==> config.mk <==
export PLATFORM = sky130hd
export DESIGN_NAME = serial_logic_unit_flat
export DESIGN_NICKNAME = d
export VERILOG_FILES = /design/src/rtl/fp_logic_pkg.sv /design/src/rtl/serial_logic_unit_if.sv /design/src/rtl/logic_bit_slice.sv /design/src/rtl/serial_logic_unit.sv /design/src/flat_wrapper.sv
export SDC_FILE = /design/constraint.sdc
export NUM_CORES = 1
export LEC_CHECK = 0
export CAP_MARGIN = 10
export CORE_AREA = 4 4 82 84
export DETAILED_ROUTE_END_ITERATION = 12
export DIE_AREA = 0 0 86 88
export PLACE_DENSITY = 0.81
export SETUP_SLACK_MARGIN = 0.2
export SLEW_MARGIN = 10
export SYNTH_ARGS = -nofsm -noshare
export SYNTH_HDL_FRONTEND = slang
export SYNTH_SLANG_ARGS = --single-unit
==> constraint.sdc <==
create_clock -name clk -period 2.6 [get_ports clk]
set_clock_uncertainty 0.15 [all_clocks]
set_input_delay 0.65 -clock clk [delete_from_list [all_inputs] [get_ports clk]]
set_output_delay 0.65 -clock clk [all_outputs]
set_load 0.05 [all_outputs]
==> src/rtl/fp_logic_pkg.sv <==
// Shared definitions for the serial bitwise logic unit: opcodes, FSM encoding, default width.
// Latency: n/a (declarations only).
// Backpressure: n/a.
package fp_logic_pkg;

    localparam int WIDTH_DEFAULT = 16;

    localparam logic [1:0] OP_OR  = 2'b00;
    localparam logic [1:0] OP_AND = 2'b01;
    localparam logic [1:0] OP_XOR = 2'b10;
    localparam logic [1:0] OP_NOR = 2'b11;

    typedef enum logic [1:0] {
        IDLE = 2'd0,
        RUN  = 2'd1,
        DONE = 2'd2
    } state_t;

endpackage

==> src/rtl/serial_logic_unit_if.sv <==
// Operand request / result handshake bundle for serial_logic_unit.
// Latency: n/a (wires only).
// Backpressure: in_valid/in_ready on the request side, out_valid/out_ready on the result side.
// Ports: in_valid, in_ready, op, a, b (request); out_valid, out_ready, out (result); busy (status).
// slave = the unit, master = the requester/consumer.
interface serial_logic_unit_if
    import fp_logic_pkg::*;
#(
    parameter int WIDTH = WIDTH_DEFAULT
) ();

    logic             in_valid;
    logic             in_ready;
    logic [1:0]       op;
    logic [WIDTH-1:0] a;
    logic [WIDTH-1:0] b;
    logic             out_valid;
    logic             out_ready;
    logic [WIDTH-1:0] out;
    logic             busy;

    modport slave (
        input  in_valid,
        input  op,
        input  a,
        input  b,
        input  out_ready,
        output in_ready,
        output out_valid,
        output out,
        output busy
    );

    modport master (
        output in_valid,
        output op,
        output a,
        output b,
        output out_ready,
        input  in_ready,
        input  out_valid,
        input  out,
        input  busy
    );

endinterface

==> src/rtl/logic_bit_slice.sv <==
// Applies OR/AND/XOR/NOR to one BITS_PER_CYCLE-wide slice of the operands.
// Latency: combinational.
// Backpressure: none.
// Ports: op (opcode), a_slice/b_slice (operand slices), r_slice (result slice).
module logic_bit_slice
    import fp_logic_pkg::*;
#(
    parameter int BITS_PER_CYCLE = 1
) (
    input  logic [1:0]                op,
    input  logic [BITS_PER_CYCLE-1:0] a_slice,
    input  logic [BITS_PER_CYCLE-1:0] b_slice,
    output logic [BITS_PER_CYCLE-1:0] r_slice
);

    always_comb begin
        r_slice = '0;
        case (op)
            OP_OR:   r_slice = a_slice | b_slice;
            OP_AND:  r_slice = a_slice & b_slice;
            OP_XOR:  r_slice = a_slice ^ b_slice;
            OP_NOR:  r_slice = ~(a_slice | b_slice);
            default: r_slice = '0;
        endcase
    end

endmodule

==> src/rtl/serial_logic_unit.sv <==
// Bit-serial bitwise OR/AND/XOR/NOR on WIDTH-bit raw patterns, BITS_PER_CYCLE bits per clock, LSB first.
// Latency: out_valid rises WIDTH/BITS_PER_CYCLE edges after the accepting edge; one op per N+2 cycles.
// Backpressure: in_ready only in IDLE; result held in DONE until out_ready, indefinitely.
// Ports: clk, rst_n (sync, active-low); bus = serial_logic_unit_if.slave (request, result, busy).
module serial_logic_unit
    import fp_logic_pkg::*;
#(
    parameter int WIDTH          = WIDTH_DEFAULT,
    parameter int BITS_PER_CYCLE = 1
) (
    input  logic               clk,
    input  logic               rst_n,
    serial_logic_unit_if.slave bus
);

    localparam int NSLICE = WIDTH / BITS_PER_CYCLE;
    localparam int CNT_W  = (NSLICE > 1) ? $clog2(NSLICE) : 1;

    generate
        if ((BITS_PER_CYCLE < 1) || (BITS_PER_CYCLE > WIDTH) || (WIDTH % BITS_PER_CYCLE != 0)) begin : g_bad_bpc
            $error("serial_logic_unit: BITS_PER_CYCLE must divide WIDTH");
        end
    endgenerate

    state_t                    state;
    state_t                    state_nxt;
    logic [WIDTH-1:0]          a_sh;
    logic [WIDTH-1:0]          b_sh;
    logic [WIDTH-1:0]          res_sh;
    logic [WIDTH-1:0]          res_nxt;
    logic [WIDTH-1:0]          out_q;
    logic [1:0]                op_q;
    logic [CNT_W-1:0]          cnt;
    logic                      last_slice;
    logic [BITS_PER_CYCLE-1:0] r_slice;

    assign last_slice = (cnt == CNT_W'(NSLICE - 1));

    logic_bit_slice #(
        .BITS_PER_CYCLE (BITS_PER_CYCLE)
    ) u_slice (
        .op      (op_q),
        .a_slice (a_sh[BITS_PER_CYCLE-1:0]),
        .b_slice (b_sh[BITS_PER_CYCLE-1:0]),
        .r_slice (r_slice)
    );

    // New slice enters at the MSB end so that after NSLICE steps slice 0
    // has walked down to bit 0. Written as shifts so BITS_PER_CYCLE == WIDTH works.
    assign res_nxt = (res_sh >> BITS_PER_CYCLE) | (WIDTH'(r_slice) << (WIDTH - BITS_PER_CYCLE));

    // State register
    always_ff @(posedge clk) begin
        if (!rst_n) begin
            state <= IDLE;
        end else begin
            state <= state_nxt;
        end
    end

    // Next-state logic
    always_comb begin
        state_nxt = state;
        case (state)
            IDLE:    if (bus.in_valid)  state_nxt = RUN;
            RUN:     if (last_slice)    state_nxt = DONE;
            DONE:    if (bus.out_ready) state_nxt = IDLE;
            default: state_nxt = IDLE;
        endcase
    end

    // Outputs; in_ready is gated by rst_n so it reads 0 during the reset cycle.
    always_comb begin
        bus.in_ready  = 1'b0;
        bus.out_valid = 1'b0;
        bus.busy      = 1'b0;
        case (state)
            IDLE: bus.in_ready = rst_n;
            RUN:  bus.busy     = 1'b1;
            DONE: begin
                bus.out_valid = 1'b1;
                bus.busy      = 1'b1;
            end
            default: ;
        endcase
    end

    assign bus.out = out_q;

    // Datapath: operand shifters, result shifter, counter, held output.
    // out_q is a separate register so out stays put while the next op shifts.
    always_ff @(posedge clk) begin
        if (!rst_n) begin
            a_sh   <= '0;
            b_sh   <= '0;
            res_sh <= '0;
            out_q  <= '0;
            op_q   <= OP_OR;
            cnt    <= '0;
        end else begin
            case (state)
                IDLE: begin
                    if (bus.in_valid) begin
                        a_sh   <= bus.a;
                        b_sh   <= bus.b;
                        op_q   <= bus.op;
                        res_sh <= '0;
                        cnt    <= '0;
                    end
                end
                RUN: begin
                    a_sh   <= a_sh >> BITS_PER_CYCLE;
                    b_sh   <= b_sh >> BITS_PER_CYCLE;
                    res_sh <= res_nxt;
                    cnt    <= cnt + CNT_W'(1);
                    if (last_slice) begin
                        out_q <= res_nxt;
                    end
                end
                default: ;
            endcase
        end
    end

endmodule

==> src/flat_wrapper.sv <==
// flat-port wrapper written by rule: the top's interface ports become plain ports
module serial_logic_unit_flat import fp_logic_pkg::*;
#(
    parameter int WIDTH          = WIDTH_DEFAULT,
    parameter int BITS_PER_CYCLE = 1
)
  (clk, rst_n, bus_in_valid, bus_op, bus_a, bus_b, bus_out_ready, bus_in_ready, bus_out_valid, bus_out, bus_busy);
  serial_logic_unit_if #(.WIDTH(WIDTH)) bus_i ();
  input  logic clk;
  input  logic rst_n;
  input wire logic [$bits(bus_i.in_valid)-1:0] bus_in_valid;
  input wire logic [$bits(bus_i.op)-1:0] bus_op;
  input wire logic [$bits(bus_i.a)-1:0] bus_a;
  input wire logic [$bits(bus_i.b)-1:0] bus_b;
  input wire logic [$bits(bus_i.out_ready)-1:0] bus_out_ready;
  output wire logic [$bits(bus_i.in_ready)-1:0] bus_in_ready;
  output wire logic [$bits(bus_i.out_valid)-1:0] bus_out_valid;
  output wire logic [$bits(bus_i.out)-1:0] bus_out;
  output wire logic [$bits(bus_i.busy)-1:0] bus_busy;
  assign bus_i.in_valid = bus_in_valid;
  assign bus_i.op = bus_op;
  assign bus_i.a = bus_a;
  assign bus_i.b = bus_b;
  assign bus_i.out_ready = bus_out_ready;
  assign bus_in_ready = bus_i.in_ready;
  assign bus_out_valid = bus_i.out_valid;
  assign bus_out = bus_i.out;
  assign bus_busy = bus_i.busy;
  serial_logic_unit #(.WIDTH(WIDTH), .BITS_PER_CYCLE(BITS_PER_CYCLE)) u_core (.clk(clk), .rst_n(rst_n), .bus(bus_i));
endmodule
# Word level (Yosys, flattened, before mapping)
# Index checks and enable logic that the tools add are counted.
[totals]
register_bits = 72
in_bits = 38
[classes]
n_addsub = 1
eq_ne = 9
mux = 16
n_bitwise = 5
reduce_logical = 8
[ops]
columns = ["op", "count"]
rows = [
  ["case mux 16 bit (2 select lines)", 3],
  ["2-to-1 mux 16 bit", 3],
  ["bitwise OR 15 x 16 -> 16 bit", 1],
  ["case mux 4 bit (2 select lines)", 1],
  ["equality test 2 bit, second input constant", 3],
  ["2-to-1 mux 2 bit", 3],
  ["case mux 2 bit (3 select lines)", 1],
  ["AND reduction 2 bit", 3],
  ["adder 4 x 1 -> 4 bit, second input constant", 1],
  ["equality test 2 x 1 -> 1 bit, second input constant", 2],
  ["equality test 4 bit, second input constant", 1],
  ["zero test 2 bit", 2],
  ["2-to-1 mux 4 bit", 1],
  ["inequality test 2 bit, second input constant", 2],
  ["case mux 1 bit (4 select lines)", 1],
  ["2-to-1 mux 1 bit", 3],
  ["AND reduction 3 bit", 1],
  ["inequality test 2 x 1 -> 1 bit, second input constant", 1],
  ["nonzero test 2 bit", 1],
  ["OR reduction 2 bit", 1],
  ["bitwise AND 1 bit", 1],
  ["NOT 1 bit", 1],
  ["bitwise OR 1 bit", 1],
  ["bitwise XOR 1 bit", 1],
]

# Logic depth before layout (Yosys ltp)
[logic_depth]
depth_word = 5
depth_mapped = 8
mapped_depth_nobuf = 6

# Cells and area by module
# From an unflattened synthesis, not the netlist that was laid out.
[unflattened]
cells_unflattened = 325
area_unflattened_um2 = 3250.6
[by_module_without_submodules]
columns = ["mod", "n_inst", "cells_per_inst", "area_per_inst_um2", "seq_area_each_um2"]
rows = [
  ["serial_logic_unit", 1, 316, 3184.3, 1421.4],
  ["logic_bit_slice", 1, 9, 66.3, 0.0],
]

# Worst setup path before layout
# OpenSTA, ideal clock, no wires.
[synth_timing]
path_kind = "register to output"
from = "register u_core.state[0]"
to = "output bus_in_ready"
arrival_time_ns = 1.411
required_ns = 1.800
slack_ns = 0.389
path_stages_with_launch = 7
cell_sequence = "dfxtp_1 > inv_1 > ha_1 > buf_2 > buf_2 > nand2_1 > inv_1"
[synth_between]
elab_chain_cells = 2
[synth_lines]
columns = ["element", "line", "rtl"]
rows = [
  ["from (decl)", "serial_logic_unit.sv:25", "state_t state;"],
  ["from (signal assigned)", "serial_logic_unit.sv:57", "state <= state_nxt;"],
  ["zero test 2 bit", "serial_logic_unit.sv:77", "case (state)"],
  ["2-to-1 mux 1 bit", "serial_logic_unit.sv:77", ""],
  ["to (decl)", "flat_wrapper.sv:16", "output wire logic [$bits(bus_i.in_ready)-1:0] bus_in_ready;"],
]
# Every way passes these cells.

# Final worst setup path
[layout_timing]
from = "register u_core.out_q[15], in the netlist u_core.bus.out[15]"
to = "output bus_out[15]"
[layout_rtl]
columns = ["element", "line", "rtl"]
rows = [
  ["from (decl)", "serial_logic_unit.sv:31", "logic [WIDTH-1:0] out_q;"],
  ["from (signal assigned)", "serial_logic_unit.sv:117", "out_q <= res_nxt;"],
  ["to (decl)", "flat_wrapper.sv:18", "output wire logic [$bits(bus_i.out)-1:0] bus_out;"],
]
# No word-level cell between the ends.

==> results.json <==
{
  "overflow": 0,
  "timing.rr.start": "u_core.state[1]",
  "finalHoldViolations": 0,
  "dp_hpwl_um": 4732,
  "fin_setup_tns_ps": 0,
  "post_dp_cell_area_um2": 3819,
  "startpoint": "u_core.bus.out[15]",
  "dieArea_um2": 7568,
  "finalCriticalPeriod_ps": 2325,
  "drc_errors": 0,
  "ys.flop_type": "dfxtp_1",
  "post_cts_buffers": 0,
  "synth_area_leaders": "dfxtp_1, o221ai_1, nand3b_1, o21ai_0, a21oi_1",
  "firstDrtPassIters": 4,
  "num_vias": 2782,
  "rsz0062_at_grt": "false",
  "crit_slowest_cell": "clkdlybuf4s50_1",
  "ff2ff_path_depth": 6,
  "endpoint": "bus_out[15]",
  "slew_viol_final": 0,
  "nFillCells": 467,
  "start_util_pct": 54.78,
  "leakage_nw": 1.410,
  "r2r_setup_slack_ps": 450,
  "grt_max_degree": 74,
  "utilization_pct": 68.39,
  "cts_tree": "built",
  "yosys_warnings": 0,
  "clk_latency_ps": 340,
  "hp-class": "reg2reg",
  "ys_types": 31,
  "cts.sinks": 71,
  "clockBufferDepth": 2,
  "synth.avg_cell_area_um2": 8.813,
  "peakVddDrop_mv": 0.4508,
  "path_cells": "clkdlybuf4s50_1",
  "die_h_um": 88,
  "synth_top_area_share_pct": 43.83,
  "r2r_end": "u_core.res_sh[5]",
  "power_density_nw_per_um2": 812.9,
  "coreArea_um2": 5921,
  "antenna_left": 0,
  "htreeDepth": 3,
  "critPathMaxFanout": 2,
  "areaGrowthSynthToFinish_pct": 24.85,
  "cts-hold-fix-buffers": 0,
  "synthArstFlopShare_pct": 0,
  "wire_per_inst_um": 14.67,
  "wl_um": 7220,
  "placementRows": 28,
  "syn-num-nets": 412,
  "synthCells": 368,
  "yosys_register_bits": 71,
  "synth_top_area_cell": "dfxtp_1",
  "ioPinCount": 57,
  "grt_pass1_wl_um": 12080,
  "drv_cap": 0,
  "grt_pass1_vias": 2659,
  "critical_path_arrival_ps": 1530,
  "worstPathRequired_ps": 1800,
  "grt_usage_pct": 19.98,
  "crit_family": "buffers and inverters",
  "crit_type": "reg2out",
  "netlist_area_um2": 3243,
  "tightest_slew_ps": 597.6,
  "drt-initial-drc-count": 157,
  "max_freq_mhz": 430.1,
  "synth_common_cells": "dfxtp_1, nand2_1, o21ai_0",
  "ys_seq_area_share_pct": 43.83,
  "clkTransAtPathRegs_ps": 70,
  "cts_resized": 1,
  "diodes": 0,
  "relSlewSlack_pct": 60.12,
  "nets": 456,
  "gp_congestion": 0.7637,
  "cts_made_buffers": 9,
  "io_buffers": 56,
  "synth_edf_count": 0,
  "path_buf_inv": 1,
  "cts-root-buf": "clkbuf_8",
  "viasPerCell": 5.654,
  "period_share_pct": 89.43,
  "fp.dieW_um": 86,
  "fin_area_um2": 4049,
  "worstSetupEndpointType": "output pin",
  "status": "complete, no violations",
  "startpoint_type": "register",
  "antenna_found_initial": 0,
  "yosys.cell_count.top_type": "dfxtp_1",
  "setup_viol": 0,
  "layout-drive-gt1-share_pct": 8.873,
  "slowest_delay_ps": 830,
  "path_depth": 1
}
-- cell type report --
| class | instances | area (um^2) | share of cell area (%) |
|---|---|---|---|
| multi-input combinational | 256 | 1632 | 40.30 |
| tap | 75 | 93.84 | 2.318 |
| sequential | 71 | 1421 | 35.11 |
| clock buffer | 11 | 151.4 | 3.739 |
| timing repair buffer | 67 | 644.4 | 15.91 |
| clock inverter | 5 | 80.08 | 1.978 |
| inverter | 7 | 26.28 | 0.6489 |
-- kinds of logic (layout without fill, tap and decap cells) --
logic type      after synthesis  count (layout)  share of synthesized area (%)
simple gates                110             110                          19.52
buf+inv                      41              90                          5.942
compound gates              136             136                          27.16
flops                        71              71                          43.83
mux                           4               4                          1.235
fa+ha+maj                     6               6                          2.315
-- stage by stage --
step           power (mW)  hold slack [ps]  cells  setup slack [ps]
2_1_floorplan       2.076            290.7    368             389.3
3_3_place_gp        2.281            302.1    476             223.6
3_5_place_dp        2.310            310.0    476             97.46
4_1_cts             3.310            320.4    492             256.0
5_1_grt             3.500            347.1    492             230.0
6_report            3.291            314.8    492             274.8
-- report_power, final --
group | switching (mW) | internal (mW)
Sequential | 0.124 | 1.26
Clock | 0.407 | 0.591
Combinational | 0.542 | 0.369
-- layer usage --
layer	up-vias	GRT usage [%]	wire, um	part of all wire, %
li1	1424	-	-	-
met1	1266	24.91	3335	46
met3	13	4.045	460	6.4
met2	79	32.80	3295	46
met5	-	0	0	0
met4	0	10.22	128	1.8
-- worst min-delay path by stage --
stage                             startpoint            endpoint  slack, ps  cells after the start
after CTS                 u_core.bus.out[12]  u_core.bus.out[12]        320                      2
after global routing       u_core.bus.out[1]   u_core.bus.out[1]        350                      2
after floorplan             u_core.res_sh[1]   u_core.bus.out[0]        290                      2
after detailed placement  u_core.bus.out[12]  u_core.bus.out[12]        310                      2
after global placement     u_core.bus.out[5]   u_core.bus.out[5]        300                      2
final                     u_core.bus.out[12]  u_core.bus.out[12]        310                      2
-- placed cells by master (no fill, tap or decap), types with 4 or more instances in the layout --
| cell type | synthesis | final |
|---|---|---|
| a22oi_1 | 16 | 16 |
| clkbuf_8 | 0 | 11 |
| a21boi_0 | 16 | 16 |
| buf_4 | 4 | 12 |
| mux2i_1 | 4 | 4 |
| inv_1 | 7 | 7 |
| nand2b_1 | 4 | 4 |
| dfxtp_1 | 71 | 71 |
| o221ai_1 | 29 | 29 |
| ha_1 | 6 | 5 |
| clkdlybuf4s50_1 | 0 | 52 |
| nor2b_1 | 18 | 18 |
| o21ai_0 | 36 | 36 |
| nand3b_1 | 29 | 29 |
| nand2_1 | 41 | 41 |
| a21oi_1 | 35 | 35 |
| nand3_1 | 9 | 9 |
-- state kept, by name (all words and copies together), names as in the netlist --
| signal | cells |
|---|---|
| u_core.a_sh | 16 |
| u_core.b_sh | 16 |
| u_core.bus.out | 16 |
| u_core.cnt | 4 |
| u_core.op_q | 2 |
| u_core.res_sh | 15 |
| u_core.state | 2 |
-- worst min-delay path: stages (launching register included) --
cell and delay [ps]:
dfxtp_1 310, nand2_1 40, a21boi_0 60
No activity file was read; power rests on OpenSTA's default activity.
